### src/rtl/uart_tx_fifo.sv
// uart_tx_fifo: byte FIFO in front of a UART transmitter.
// Writers push bytes into a circular buffer. A small drain FSM hands the
// head byte to the transmitter with a one-cycle strobe, then waits for the
// transmitter's ready to drop and rise again before sending the next byte.
// The WAIT_LOW state has a timeout, so a transmitter whose ready never drops
// cannot stall the FIFO.

module uart_tx_fifo #(
    parameter int DEPTH_LOG2 = 4
) (
    input  logic                  mclk,
    input  logic                  reset,
    input  logic [7:0]            wr_data,
    input  logic                  wr_en,
    output logic                  full,
    output logic                  empty,
    output logic [DEPTH_LOG2:0]   count,
    output logic                  overflow,
    input  logic                  tx_ready,
    output logic [7:0]            tx_data,
    output logic                  tx_strobe
);

    localparam int                       DEPTH     = 2 ** DEPTH_LOG2;
    localparam logic [DEPTH_LOG2:0]      DEPTH_CNT = (DEPTH_LOG2 + 1)'(DEPTH);
    localparam logic [DEPTH_LOG2:0]      CNT_ONE   = (DEPTH_LOG2 + 1)'(1);
    localparam logic [DEPTH_LOG2-1:0]    PTR_ONE   = DEPTH_LOG2'(1);

    typedef enum logic [1:0] {
        IDLE      = 2'd0,
        WAIT_LOW  = 2'd1,
        WAIT_HIGH = 2'd2
    } state_t;

    logic [7:0]            mem_q [DEPTH];
    logic [DEPTH_LOG2-1:0] wr_ptr_q;
    logic [DEPTH_LOG2-1:0] rd_ptr_q;
    logic [DEPTH_LOG2:0]   count_q;
    logic [DEPTH_LOG2:0]   count_d;
    logic                  overflow_q;
    state_t                state_q;
    logic [1:0]            wait_cnt_q;
    logic [7:0]            tx_data_q;
    logic                  tx_strobe_q;

    logic                  push;
    logic                  pop;

    // Full is judged on the registered count, so a pop in the same cycle
    // never makes room for a write that arrived while the FIFO was full.
    assign full  = (count_q == DEPTH_CNT);
    assign empty = (count_q == '0);
    assign push  = wr_en && !full;
    assign pop   = (state_q == IDLE) && !empty && tx_ready;

    assign count     = count_q;
    assign overflow  = overflow_q;
    assign tx_data   = tx_data_q;
    assign tx_strobe = tx_strobe_q;

    // Next occupancy: a push and a pop in the same cycle cancel out.
    always_comb begin
        count_d = count_q;
        if (push && !pop) begin
            count_d = count_q + CNT_ONE;
        end else if (pop && !push) begin
            count_d = count_q - CNT_ONE;
        end
    end

    // Byte storage. It is left unreset because the pointers define validity.
    always_ff @(posedge mclk) begin
        if (!reset && push) begin
            mem_q[wr_ptr_q] <= wr_data;
        end
    end

    // Pointers, occupancy and the overflow pulse for a rejected write.
    always_ff @(posedge mclk) begin
        if (reset) begin
            wr_ptr_q   <= '0;
            rd_ptr_q   <= '0;
            count_q    <= '0;
            overflow_q <= 1'b0;
        end else begin
            if (push) begin
                wr_ptr_q <= wr_ptr_q + PTR_ONE;
            end
            if (pop) begin
                rd_ptr_q <= rd_ptr_q + PTR_ONE;
            end
            count_q    <= count_d;
            overflow_q <= wr_en && full;
        end
    end

    // Drain FSM. It hands one byte to the transmitter, then waits out the
    // transmitter's busy period; the strobe and data are registered.
    always_ff @(posedge mclk) begin
        if (reset) begin
            state_q     <= IDLE;
            wait_cnt_q  <= 2'd0;
            tx_data_q   <= 8'h00;
            tx_strobe_q <= 1'b0;
        end else begin
            tx_strobe_q <= 1'b0;
            case (state_q)
                IDLE: begin
                    if (pop) begin
                        tx_data_q   <= mem_q[rd_ptr_q];
                        tx_strobe_q <= 1'b1;
                        wait_cnt_q  <= 2'd0;
                        state_q     <= WAIT_LOW;
                    end
                end
                WAIT_LOW: begin
                    if (!tx_ready || (wait_cnt_q == 2'd3)) begin
                        state_q <= WAIT_HIGH;
                    end else begin
                        wait_cnt_q <= wait_cnt_q + 2'd1;
                    end
                end
                WAIT_HIGH: begin
                    if (tx_ready) begin
                        state_q <= IDLE;
                    end
                end
                default: begin
                    state_q <= IDLE;
                end
            endcase
        end
    end

endmodule

### config.mk
export PLATFORM = sky130hd
export DESIGN_NAME = uart_tx_fifo
export DESIGN_NICKNAME = d
export VERILOG_FILES = /design/src/rtl/uart_tx_fifo.sv
export SDC_FILE = /design/constraint.sdc
export NUM_CORES = 1
export LEC_CHECK = 0
export CAP_MARGIN = 20
export CORE_MARGIN = 2
export CORE_UTILIZATION = 50
export CTS_BUF_LIST = sky130_fd_sc_hd__clkbuf_8
export CTS_CLUSTER_DIAMETER = 200
export CTS_CLUSTER_SIZE = 14
export DETAILED_ROUTE_END_ITERATION = 16
export HOLD_SLACK_MARGIN = 0.03
export PLACE_DENSITY = 0.71
export SETUP_SLACK_MARGIN = 0.5
export SYNTH_ARGS = -nofsm -noshare
export SYNTH_HDL_FRONTEND = slang
export SYNTH_SLANG_ARGS = --single-unit
export TNS_END_PERCENT = 20
### constraint.sdc
create_clock -name mclk -period 5.8 [get_ports mclk]
set_clock_uncertainty 0.05 [all_clocks]
set_input_delay 0.58 -clock mclk [delete_from_list [all_inputs] [get_ports mclk]]
set_output_delay 0.58 -clock mclk [all_outputs]
set_load 0.01 [all_outputs]
==> metrics.cfg <==
[clock_network]
clockBufferDepth=2
cts.sinks=155
cts.repair.resized=0
cts-root-buf=clkbuf_8
cts_hold_buf=0
htreeDepth=4
numCtsBuffers=17
clk_latency_ps=450
cts_tree=built
path_clk_slew_ps=80
cts_setup_buffers=0

[global_routing]
grt_usage_pct=20.0
gr-total-overflow=0
grt_max_degree=43
use_met1_pct=26.0
grt_pass1_vias=3286
top_usage_layer=met2
antenna_found_initial=0
use_met3_pct=4.97
grt_first_pass_wirelength_um=18900
use_met2_pct=32.6

[drt]
num_vias=3420
drt_wl_total_um=12500
dr.pass1.iters=4
wl_per_cell_um=20.3
viasPerCell=5.57
drcViolationCount=0
drtIter0Drc=369
drtAntennaViolNets=0

[power]
seq_power_share_pct=48.9
power.switching_uw=772
ir_drop_v=0.000160
powerDensity_mw_per_mm2=386
power.share.combinational_pct=24.0
clkPwrFrac_pct=27.1
switching_share_pct=28.5
intPower_mw=1.94
power.leakage_nw=2.24

[setup_path]
rr_endpoint=count[4]
worstReg2RegStart=count[3]
cp_slowest_cell=nor4_1
max_stage_delay_ps=670
critical_path_class=flop to flop
cpMostUsedCell=ha_1
critical-path-top-delay-family=compound AO/OA/AOI/OAI gates
critPathArrivalTime_ps=3570
path_buf_inv=1
worst-r2r-cell-count=9
crit_required_ps=6100
path_max_fanout=7
end_kind=flop
crit_chain=nor4_1 -> a21boi_1 -> ha_1 -> inv_1 -> ha_1 -> a21o_1 -> a21oi_1 -> mux2i_1 -> mux2_2
startpoint_type=flop
rrSetupSlack_ps=2520

[sta]
setup-violations-final=0
min_period_over_period_pct=56.5
hold_slack_ps=453
grt_setup_unrepaired=no
slew_headroom_pct=39.9
fmax_mhz=305
tightest_slew_ps=878
worst_slack_ps=2520
hold_viol_final=0
tns_ps=0
min_period_ps=3280
drv_slew=0

[outcome]
status=finished clean

[hold_path]
hold_end=tx_data[3]
worstHoldStart=tx_data[3]
hold_path_class=flop to flop
whs_path_depth=2

[die]
row_count=40
core_mm2=0.0121
dieWidth_um=116
fp.dieH_um=116
dieArea_mm2=0.0134
io_pins=29
initial_utilization_pct=51.6

[final_layout]
area_delta_synth_final_pct=12.7
layout.nets=458
antennaDiodeCount=0
final_core_util_pct=58.2
drive_above_1_share_pct=8.52

[place]
place_congestion=0.899
dpl.hpwl_um=8030
pre_cts_slack_ps=2320
portBuffers=28

[yosys]
ys_seq_area_share_pct=70.4
syn_inst=400
synth_top_flop_cell=edfxtp_1
synthDistinctLibCells=40
async_reset_ff_share_pct=0
syn_area_mm2=0.00623
ys_seq_elements=155
synth_edf_count=128
syn_nets=423
yosys_warnings=0
synth.avg_cell_area_um2=15.6

[flow_run]
maxCapViolCount=0

==> logic make-up (layout without fill, tap and decap cells) <==
kind of cell	after synthesis	count (layout)	synth area share (%)
muxes	58	58	12.1
DFF	155	155	70.4
buffers and inverters	30	76	2.27
adders and majority gates	11	11	2.33
xor gates and xnor gates	9	9	1.27
and+or+nand+nor	84	84	5.89
AOI/OAI and AO/OA	53	53	5.77
==> area by class of cell <==
| cell class | count | area [um^2] |
|---|---|---|
| Inverter | 10 | 37.5 |
| Timing Repair Buffer | 36 | 335 |
| Tap cell | 168 | 210 |
| Clock inverter | 13 | 111 |
| Sequential cell | 155 | 4390 |
| Fill cell | 929 | 5040 |
| Clock buffer | 17 | 234 |
| Multi-Input combinational cell | 215 | 1710 |
==> metal layers <==
metal  wire length [um]  vias up
met4                177        0
met1               5420     1683
li1                   -     1609
met5                  0        -
met3                721       17
met2               6160      111
==> state kept, by name, summed over array words and instances (netlist names) <==
register    count
wr_ptr_q        4
rd_ptr_q        4
mem_q         128
state_q         2
tx_strobe       1
overflow        1
tx_data         8
wait_cnt_q      2
count           5
==> Yosys cell counts, types with 2 or more instances <==
library cell	n	area [um^2]
mux4_2	3	67.6
mux4_1	8	210
a2111oi_1	3	30.0
buf_1	2	7.51
a22oi_1	2	15.0
nand2b_1	3	18.8
o21ai_0	4	20.0
a21oi_1	5	25.0
edfxtp_1	128	3840
mux2_2	2	22.5
clkbuf_1	8	30.0
nand2_1	15	56.3
nor2_1	47	176
a211oi_1	10	75.1
nor3_1	7	35.0
nand3b_1	2	15.0
mux2i_1	45	450
nand4_1	2	12.5
xor2_1	6	52.6
a21o_1	3	22.5
and2_1	2	12.5
a2111oi_0	2	17.5
inv_1	10	37.5
o22ai_1	21	131
ha_1	10	125
buf_2	8	40.0
dfxtp_1	27	541
xnor2_1	3	26.3
==> placed cells by master, fill, tap and decap left out, types with 2 or more instances in the layout <==
| cell | count |
|---|---|
| nand2b_1 | 3 |
| xor2_1 | 6 |
| o22ai_1 | 21 |
| a2111oi_0 | 2 |
| mux4_1 | 8 |
| clkbuf_8 | 17 |
| a211oi_1 | 9 |
| dfxtp_1 | 26 |
| nor3_1 | 7 |
| nor2_1 | 47 |
| a2111oi_1 | 3 |
| inv_1 | 11 |
| o21ai_0 | 4 |
| nand4_1 | 2 |
| clkinv_2 | 2 |
| edfxtp_1 | 128 |
| clkinvlp_4 | 2 |
| a21o_1 | 3 |
| buf_4 | 6 |
| nand2_1 | 15 |
| and2_1 | 2 |
| ha_1 | 10 |
| clkinv_1 | 6 |
| a22oi_1 | 2 |
| nand3b_1 | 2 |
| mux2i_1 | 45 |
| bufinv_16 | 2 |
| xnor2_1 | 3 |
| clkdlybuf4s50_1 | 28 |
| mux4_2 | 3 |
| a21oi_1 | 5 |
| mux2_2 | 2 |
==> power by group through the flow <==
stage / logic, mW / registers, mW / clock network [mW]
floorplan: 0.414 / 1.35 / 0
global placement: 0.623 / 1.34 / 0
detailed placement: 0.644 / 1.35 / 0
CTS: 0.649 / 1.32 / 0.746
global route: 0.704 / 1.33 / 0.787
finish: 0.650 / 1.32 / 0.734
==> how the worst max path moves through the flow <==
stage                        start       end  cells past startpoint
after floorplan           tx_ready  count[4]                     11
after global placement    tx_ready  count[4]                     12
after detailed placement  tx_ready  count[4]                     12
after CTS                 count[2]  count[4]                     11
after global routing      count[2]  count[4]                      9
final                     count[3]  count[4]                      9
==> worst min-delay path, delay by kind of cell, from the launching register on <==
family | cells | cell delay (ps)
DFF | 1 | 310
AOI/OAI and AO/OA | 1 | 50
and+or+nand+nor | 1 | 100
==> through the flow <==
stage / instance area, um^2 / cells / power (mW)
after floorplan: 6230 / 400 / 1.76
after global placement: 6660 / 581 / 1.97
after detailed placement: 6660 / 582 / 1.99
after CTS: 7010 / 612 / 2.72
after global routing: 7020 / 614 / 2.82
final: 7020 / 614 / 2.71
Note: power is estimated with default switching activity, not from simulation.
